===== config.mk =====
export PLATFORM = sky130hd
export DESIGN_NAME = mod_instruction_fetch
export DESIGN_NICKNAME = d
export VERILOG_FILES = /design/src/rtl/mips_fetch_pkg.sv /design/src/rtl/mod_jump_predecode.sv /design/src/rtl/mod_instruction_fetch.sv
export SDC_FILE = /design/constraint.sdc
export NUM_CORES = 1
export LEC_CHECK = 0
export ABC_CLOCK_PERIOD_IN_PS = 2100
export BUFFER_PORTS_ARGS = -buffer_cell sky130_fd_sc_hd__buf_2
export CORE_MARGIN = 2
export CORE_UTILIZATION = 30
export DETAILED_ROUTE_END_ITERATION = 8
export GPL_TIMING_DRIVEN = 0
export PLACE_DENSITY = 0.51
export SYNTH_ARGS = -nofsm -noshare
export SYNTH_HDL_FRONTEND = slang
export SYNTH_SLANG_ARGS = --single-unit
export TNS_END_PERCENT = 10

===== constraint.sdc =====
create_clock -name clk -period 2.1 [get_ports clk]
set_clock_uncertainty 0.1 [all_clocks]
set_input_delay 0.42 -clock clk [delete_from_list [all_inputs] [get_ports clk]]
set_output_delay 0.42 -clock clk [all_outputs]
set_load 0.01 [all_outputs]

===== src/rtl/mips_fetch_pkg.sv =====
// Shared constants, types and helpers for the MIPS instruction-fetch stage.
// Imported by the fetch top and by the jump predecoder.
package mips_fetch_pkg;

    localparam int unsigned ADDR_W_DEF = 30;
    localparam int unsigned DATA_W_DEF = 32;

    localparam logic [5:0]  OP_J      = 6'b000010;
    localparam logic [5:0]  OP_JAL    = 6'b000011;
    localparam logic [31:0] INSTR_NOP = 32'h0000_0000;

    // Source of the next PC / IF-ID contents when not in reset.
    typedef enum logic [1:0] {
        SelAdvance,
        SelHold,
        SelRedirect
    } fetch_sel_e;

    // Word address to byte address. Low two bits are always zero.
    function automatic logic [31:0] word_to_byte(input logic [ADDR_W_DEF-1:0] word);
        return {word, 2'b00};
    endfunction

endpackage


===== src/rtl/mod_jump_predecode.sv =====
// Combinational J/JAL predecoder: flags jumps and forms the absolute jump target
// from the 26-bit instruction index and the region bits of pc_plus1.
module mod_jump_predecode
    import mips_fetch_pkg::*;
#(
    parameter int unsigned ADDR_W = ADDR_W_DEF,
    parameter int unsigned DATA_W = DATA_W_DEF
) (
    input  logic [DATA_W-1:0] instruction,
    input  logic [ADDR_W-1:0] pc_plus1,
    output logic              is_jump,
    output logic [ADDR_W-1:0] jump_target
);

    localparam logic [ADDR_W-1:0] INDEX_MASK = ADDR_W'(27'h3FF_FFFF);

    logic [5:0] opcode;

    assign opcode = instruction[DATA_W-1 -: 6];

    // Unknown opcodes fall through to default, so X data behaves as a non-jump NOP.
    always_comb begin
        is_jump = 1'b0;
        case (opcode)
            OP_J, OP_JAL: is_jump = 1'b1;
            default:      is_jump = 1'b0;
        endcase
    end

    // Keep the 256MB region of the sequential PC, replace the word index.
    assign jump_target = (pc_plus1 & ~INDEX_MASK) | ADDR_W'(instruction[25:0]);

endmodule


===== src/rtl/mod_instruction_fetch.sv =====
// IF stage: PC register, ROM addressing, local J/JAL resolution and IF/ID register,
// with redirect (highest after reset), stall and synchronous active-low reset.
module mod_instruction_fetch
    import mips_fetch_pkg::*;
#(
    parameter int unsigned        ADDR_W   = ADDR_W_DEF,
    parameter int unsigned        DATA_W   = DATA_W_DEF,
    parameter logic [ADDR_W-1:0]  RESET_PC = '0
) (
    input  logic              clk,
    input  logic              rst_n,
    input  logic              stall,
    input  logic              redirect_valid,
    input  logic [ADDR_W-1:0] redirect_target,
    output logic [ADDR_W-1:0] imem_address,
    input  logic [DATA_W-1:0] imem_instruction,
    output logic [DATA_W-1:0] if_id_instruction,
    output logic [31:0]       if_id_pc_plus4,
    output logic              if_id_valid
);

    logic [ADDR_W-1:0] pc_q, pc_d;
    logic [ADDR_W-1:0] pc_plus1;
    logic [ADDR_W-1:0] jump_target;
    logic              is_jump;

    logic [DATA_W-1:0] instr_q, instr_d;
    logic [31:0]       pc_plus4_q, pc_plus4_d;
    logic              valid_q, valid_d;

    fetch_sel_e        sel;

    assign pc_plus1     = pc_q + ADDR_W'(1);
    assign imem_address = pc_q;

    mod_jump_predecode #(
        .ADDR_W (ADDR_W),
        .DATA_W (DATA_W)
    ) u_jump_predecode (
        .instruction (imem_instruction),
        .pc_plus1    (pc_plus1),
        .is_jump     (is_jump),
        .jump_target (jump_target)
    );

    // Redirect beats stall: the wrong-path fetch must be squashed even while held.
    always_comb begin
        sel = SelAdvance;
        if (redirect_valid) begin
            sel = SelRedirect;
        end else if (stall) begin
            sel = SelHold;
        end
    end

    always_comb begin
        pc_d       = pc_q;
        instr_d    = instr_q;
        pc_plus4_d = pc_plus4_q;
        valid_d    = valid_q;
        unique case (sel)
            SelRedirect: begin
                pc_d    = redirect_target;
                instr_d = DATA_W'(INSTR_NOP);
                valid_d = 1'b0;
            end
            SelHold: begin
            end
            SelAdvance: begin
                pc_d       = is_jump ? jump_target : pc_plus1;
                instr_d    = imem_instruction;
                pc_plus4_d = word_to_byte(pc_plus1);
                valid_d    = 1'b1;
            end
            default: begin
            end
        endcase
    end

    always_ff @(posedge clk) begin
        if (!rst_n) begin
            pc_q       <= RESET_PC;
            instr_q    <= DATA_W'(INSTR_NOP);
            pc_plus4_q <= '0;
            valid_q    <= 1'b0;
        end else begin
            pc_q       <= pc_d;
            instr_q    <= instr_d;
            pc_plus4_q <= pc_plus4_d;
            valid_q    <= valid_d;
        end
    end

    assign if_id_instruction = instr_q;
    assign if_id_pc_plus4    = pc_plus4_q;
    assign if_id_valid       = valid_q;

endmodule


Yosys cells after proc, flatten, opt, wreduce, memory -nomap -nowiden

Index checks and enable logic that the tools add are counted.

ROM bits: 0
Memories kept: 0
Bits in writable memories: 0
Flip-flop bits (word level): 93
Bits in latches: 0
Logic and storage cells: 19

Bitwise gates (word level): 1
Add/subtract/negate cells: 1
Multiplexer cells: 7
Multiply operators: 0
Order comparisons: 0
Reductions and logical operators: 3
Div/mod/pow operators: 0
Equal/unequal tests: 3
Shift-type cells: 0

Operator list:

| kind                                                             | count |
|---|---|
| 32-bit case mux with 2 select lines                              | 1 |
| 30-bit case mux with 2 select lines                              | 1 |
| 30-bit by 1-bit adder with 30-bit output (second input constant) | 1 |
| 30-bit 2-to-1 mux                                                | 1 |
| 30-bit by 26-bit OR with 30-bit output                           | 1 |
| 6-bit by 2-bit == test with 1-bit output (second input constant) | 2 |
| 2-bit == test (second input constant)                            | 1 |
| 2-bit logical NOT                                                | 1 |
| 1-bit 2-to-1 mux                                                 | 2 |
| 2-bit 2-to-1 mux                                                 | 1 |
| 1-bit case mux with 2 select lines                               | 1 |
| 2-bit nonzero test                                               | 1 |
| 2-bit OR reduction                                               | 1 |

Depth between registers and ports, before layout

Depth in word-level cells: 5
Depth in mapped cells: 7

Modules after synthesis

Synthesis repeated with hierarchy kept, for this count alone.

Cell total of the unflattened synthesis: 555
Area, all modules: 4613.2 um^2

By module, submodules not included:

| module                | seq. area each (um^2) | instances | area an instance (um^2) | cells each |
|---|---|---|---|---|
| mod_instruction_fetch | 1861.8                | 1         | 4375.4                  | 523 |
| mod_jump_predecode    | 0.0                   | 1         | 237.7                   | 32 |

Worst setup path before layout

Ideal clock, no wire load.

Path kind: reg2reg
Start: register pc_q[0], in the netlist imem_address[0]
End: register pc_q[20], in the netlist imem_address[20]
Stages on the path, launching flop included: 7
Setup time: 0.078 ns
Required time: 1.922 ns
Clock period less this slack: 2.094 ns
Setup slack: 0.006 ns
Arrival time: 1.916 ns
Cells stage by stage: dfxtp_1 ha_1 and3_1 buf_2 nand2_2 or4_1 a32oi_1

Longest elaborated chain between the ends: 3

Ends and longest elaborated chain:

| what                                     | line                        | source |
|---|---|---|
| start: declaration                       | mod_instruction_fetch.sv:22 | `logic [ADDR_W-1:0] pc_q, pc_d;` |
| start signal: assignment                 | mod_instruction_fetch.sv:87 | `pc_q <= pc_d;` |
| 30-bit by 1-bit adder with 30-bit output | mod_instruction_fetch.sv:33 | `assign pc_plus1 = pc_q + ADDR_W'(1);` |
| 30-bit 2-to-1 mux                        | mod_instruction_fetch.sv:70 | `pc_d = is_jump ? jump_target : pc_plus1;` |
| 30-bit case mux with 2 select lines      | mod_instruction_fetch.sv:61 | `unique case (sel)` |

No other way between the ends.
A chain may end at the register's enable or synchronous reset.

Final worst setup path

Start: register pc_q[2], in the netlist imem_address[2]
End: register pc_q[27], in the netlist imem_address[27]

Longest elaborated chain between the ends: 4

Ends and longest elaborated chain:

| what                                       | line                        | source |
|---|---|---|
| 30-bit by 1-bit adder with 30-bit output * | mod_instruction_fetch.sv:33 |  |
| 30-bit by 26-bit OR with 30-bit output     | mod_jump_predecode.sv:31    | `assign jump_target = (pc_plus1 & ~INDEX_MASK) \| ADDR_W'(instruction[25:0]);` |
| 30-bit 2-to-1 mux *                        | mod_instruction_fetch.sv:70 |  |
| 30-bit case mux with 2 select lines *      | mod_instruction_fetch.sv:61 |  |

Every way passes the cells marked *; elsewhere a longest branch is shown, timed or not.

==> metrics <==
status finished, final reports clean; DR WL met2 roughly 9000 um; Final Hold Fails 0; DR WL met3 between 1500 and 2000 um; Worst Hold Depth 3; die height approximately 130 um; post-synthesis sequential area ratio 0.396; core box area about 15000 sq um; Fin Hold WS roughly 210 ps; Setup crit start kind register; clock-pin slew on the worst setup and hold paths around 70 ps; Final period util 1.00; pin count of the biggest net entering global routing 15; FP Rows 45; LEAKAGE roughly 2.5 nW; Metal-1 WL roughly 8900 um; Worst Hold Path EP if_id_instruction[26]; PnR worst setup slack roughly 0.16 ps; dominant synthesized flop cell dfxtp_1; dpl ws -503 ps; drt wl/cell 20.9 um; RSZ-0062 raised after global routing true; Final Net Count between 700 and 800; Setup Viol. Count Final 0; mapped cell area 4710 sq um; Max Slew Vio Count 0; Syn-to-layout area delta 30.9%; post-synth cell types slightly below 60; Tmin final between 2000 and 2500 ps; Crit Path Max Fanout 9; Overall Global Routing Usage 0.235; number of DRC markers in iteration 0 around 420; vias in the first global route 5142; Starting Density 0.308; Post-synth EDFFs 0; routed wire length approximately 20000 um; initial antenna violation count 0; Worst Hold Launch imem_instruction[26]; R2R setup slack roughly 0.16 ps; I/O Buffers ~160; grt total ovfl 0; Clk Latency, worst-skew pair roughly 350 ps; WP buf/inv 1; VDD IR max approximately 0.37 mV; CP endpoint kind register; r2r worst-path depth 5; Clock Root Buffer clkbuf_16; first-pass GRT wire length just under 30000 um; Clock Path Buffers 2; IO Count 161; Via density between 5 and 6; Crit Path Category register to register; delay-heaviest family, CP simple AND/OR/NAND/NOR gates; Seq cells post-synth 93; CTS tree done; Avg Cell Area, Syn about 8.3 sq um; DR top layer met4; Post-synth ARST share 0; relative slew slack 0.498; Vias 5335; ant diodes 0; FMAX 0.476 GHz; Slowest cell on crit path or4_4; Crit path largest cell delay approximately 600 ps; Worst-Margin Slew roughly 750 ps; reg2reg end imem_address[27]; Die ar. 16700 sq um; pwr/cell area between 700 and 800 nW/um^2; first-pass iteration count of the detailed router 5; share of layout cells above drive strength 1 0.300; Setup Fix Bufs, Post-CTS 0; GP Congestion 0.888; critical-path cell list clkbuf_4, nand4_4, or4_4, or4_1, o311ai_1; htree depth 3; critical path data required time about 2300 ps; clk sink count 93; CP arrival ~2300 ps; DRC errors left 0; Synthesis Warnings 0; Die X 129 um; Num CTS Buffers 9; ANT nets after route 0; Post-DP HPWL between 10000 and 15000 um; Max Cap Viol 0; Worst R2R Start imem_address[2]; Hold Crit Class input pin to register; Post-Syn Instances ~560
==> state kept, by name, indices dropped and copies added (netlist names) <==
| signal | flops |
|---|---|
| if_id_instruction | 32 |
| imem_address | 30 |
| if_id_pc_plus4 | 30 |
| if_id_valid | 1 |
==> final cells by class <==
cell class / count / area, sq um
buffer: 52 / 248
clock buffer: 13 / 260
clock inverter: 3 / 67.6
fill: 1636 / 9100
inverter: 9 / 33.8
multi-input combinational: 409 / 2620
sequential: 93 / 1880
tap: 211 / 264
timing repair buffer: 158 / 791
==> cells in the final DEF (no fill, tap or decap), types with 8 or more instances in the layout <==
cell / n
nand3_1: 17
a221oi_1: 8
clkbuf_1: 28
or4_1: 17
clkbuf_2: 8
nand4_1: 16
nor3_1: 13
nor2_1: 52
dfxtp_2: 11
clkbuf_16: 9
inv_1: 8
a31oi_1: 12
o311ai_0: 8
o21ai_0: 49
nand2_1: 17
a21oi_1: 38
o31ai_1: 9
mux2i_1: 26
or3_1: 11
dfxtp_1: 81
buf_2: 162
a211oi_1: 8
==> worst max-delay path by stage <==
stage / cells past startpoint / slack (ps) / endpoint / from
after floorplan: 6 / 6 / imem_address[20] / imem_address[0]
after global placement: 5 / -540 / imem_address[24] / imem_instruction[29]
after detailed placement: 5 / -500 / imem_address[24] / imem_instruction[29]
after CTS: 5 / 0.8 / if_id_pc_plus4[25] / imem_address[3]
after global routing: 5 / -50 / imem_address[27] / imem_address[2]
final: 5 / 0.2 / imem_address[27] / imem_address[2]
==> cell families after synthesis <==
logic type | Yosys count | share of synthesized area
AO/OA/AOI/OAI | 180 | 0.247
other | 1 | 0.000797
XOR/XNOR | 10 | 0.0186
flip-flops | 93 | 0.396
adder cells (fa/ha/maj) | 1 | 0.00266
multiplexers | 26 | 0.0553
AND/OR/NAND/NOR | 190 | 0.224
buffers and inverters | 63 | 0.0556
==> tightest hold or removal path, cell delays in order <==
cell and delay, ps:
buf_2 80, mux2i_1 50, nor2_1 80
==> through the flow <==
step	TNS [ps]	cells	utilization	total power, mW	instance area (sq um)
2_1_floorplan	0	565	-	2.35	4710
3_3_place_gp	-23060	934	0.378	2.68	5760
3_5_place_dp	-23810	934	0.378	2.69	5760
4_1_cts	0	950	0.401	4.52	6130
5_1_grt	-193	948	0.404	4.68	6160
6_report	0	948	0.404	4.50	6160
==> synthesized netlist by cell type, drive strengths merged, types with 4 or more instances <==
master,number,share of area
mux2i,26,0.055
or4,18,0.030
buf,18,0.019
o311ai,9,0.017
o21a,4,0.0064
a21o,4,0.0064
and4,6,0.011
nor4,8,0.011
dfxtp,93,0.40
a211oi,8,0.013
or3,12,0.016
o21ai,51,0.054
clkbuf,36,0.029
a31oi,12,0.016
nand2,19,0.016
nor3,13,0.014
and3,8,0.011
a21oi,38,0.040
o211ai,6,0.0096
o31ai,9,0.014
nand3,18,0.019
a221oi,8,0.015
xor2,4,0.0074
xnor2,6,0.011
nand2b,7,0.0093
nand4,19,0.033
inv,8,0.0064
o22ai,5,0.0066
a311oi,5,0.0093
nor2b,6,0.0080
nor2,53,0.042
==> power by group <==
part	internal (mW)	switching (mW)
combinational	0.269	0.422
sequential	1.87	0.109
clock	1.11	0.718
total	3.25	1.25
==> timing repair <==
action | CTS | global route
resized for setup | 16 | 27
hold buffers | 0 | 0
pin swaps | 1 | 0
setup endpoints to repair | 24 | 58
==> metal layers <==
metal  vias up  track usage
met1      2567        0.317
li1       2475            -
met4         0        0.107
met3        32       0.0487
met2       261        0.360
met5         -            0
(Power assumes the default switching activity.)
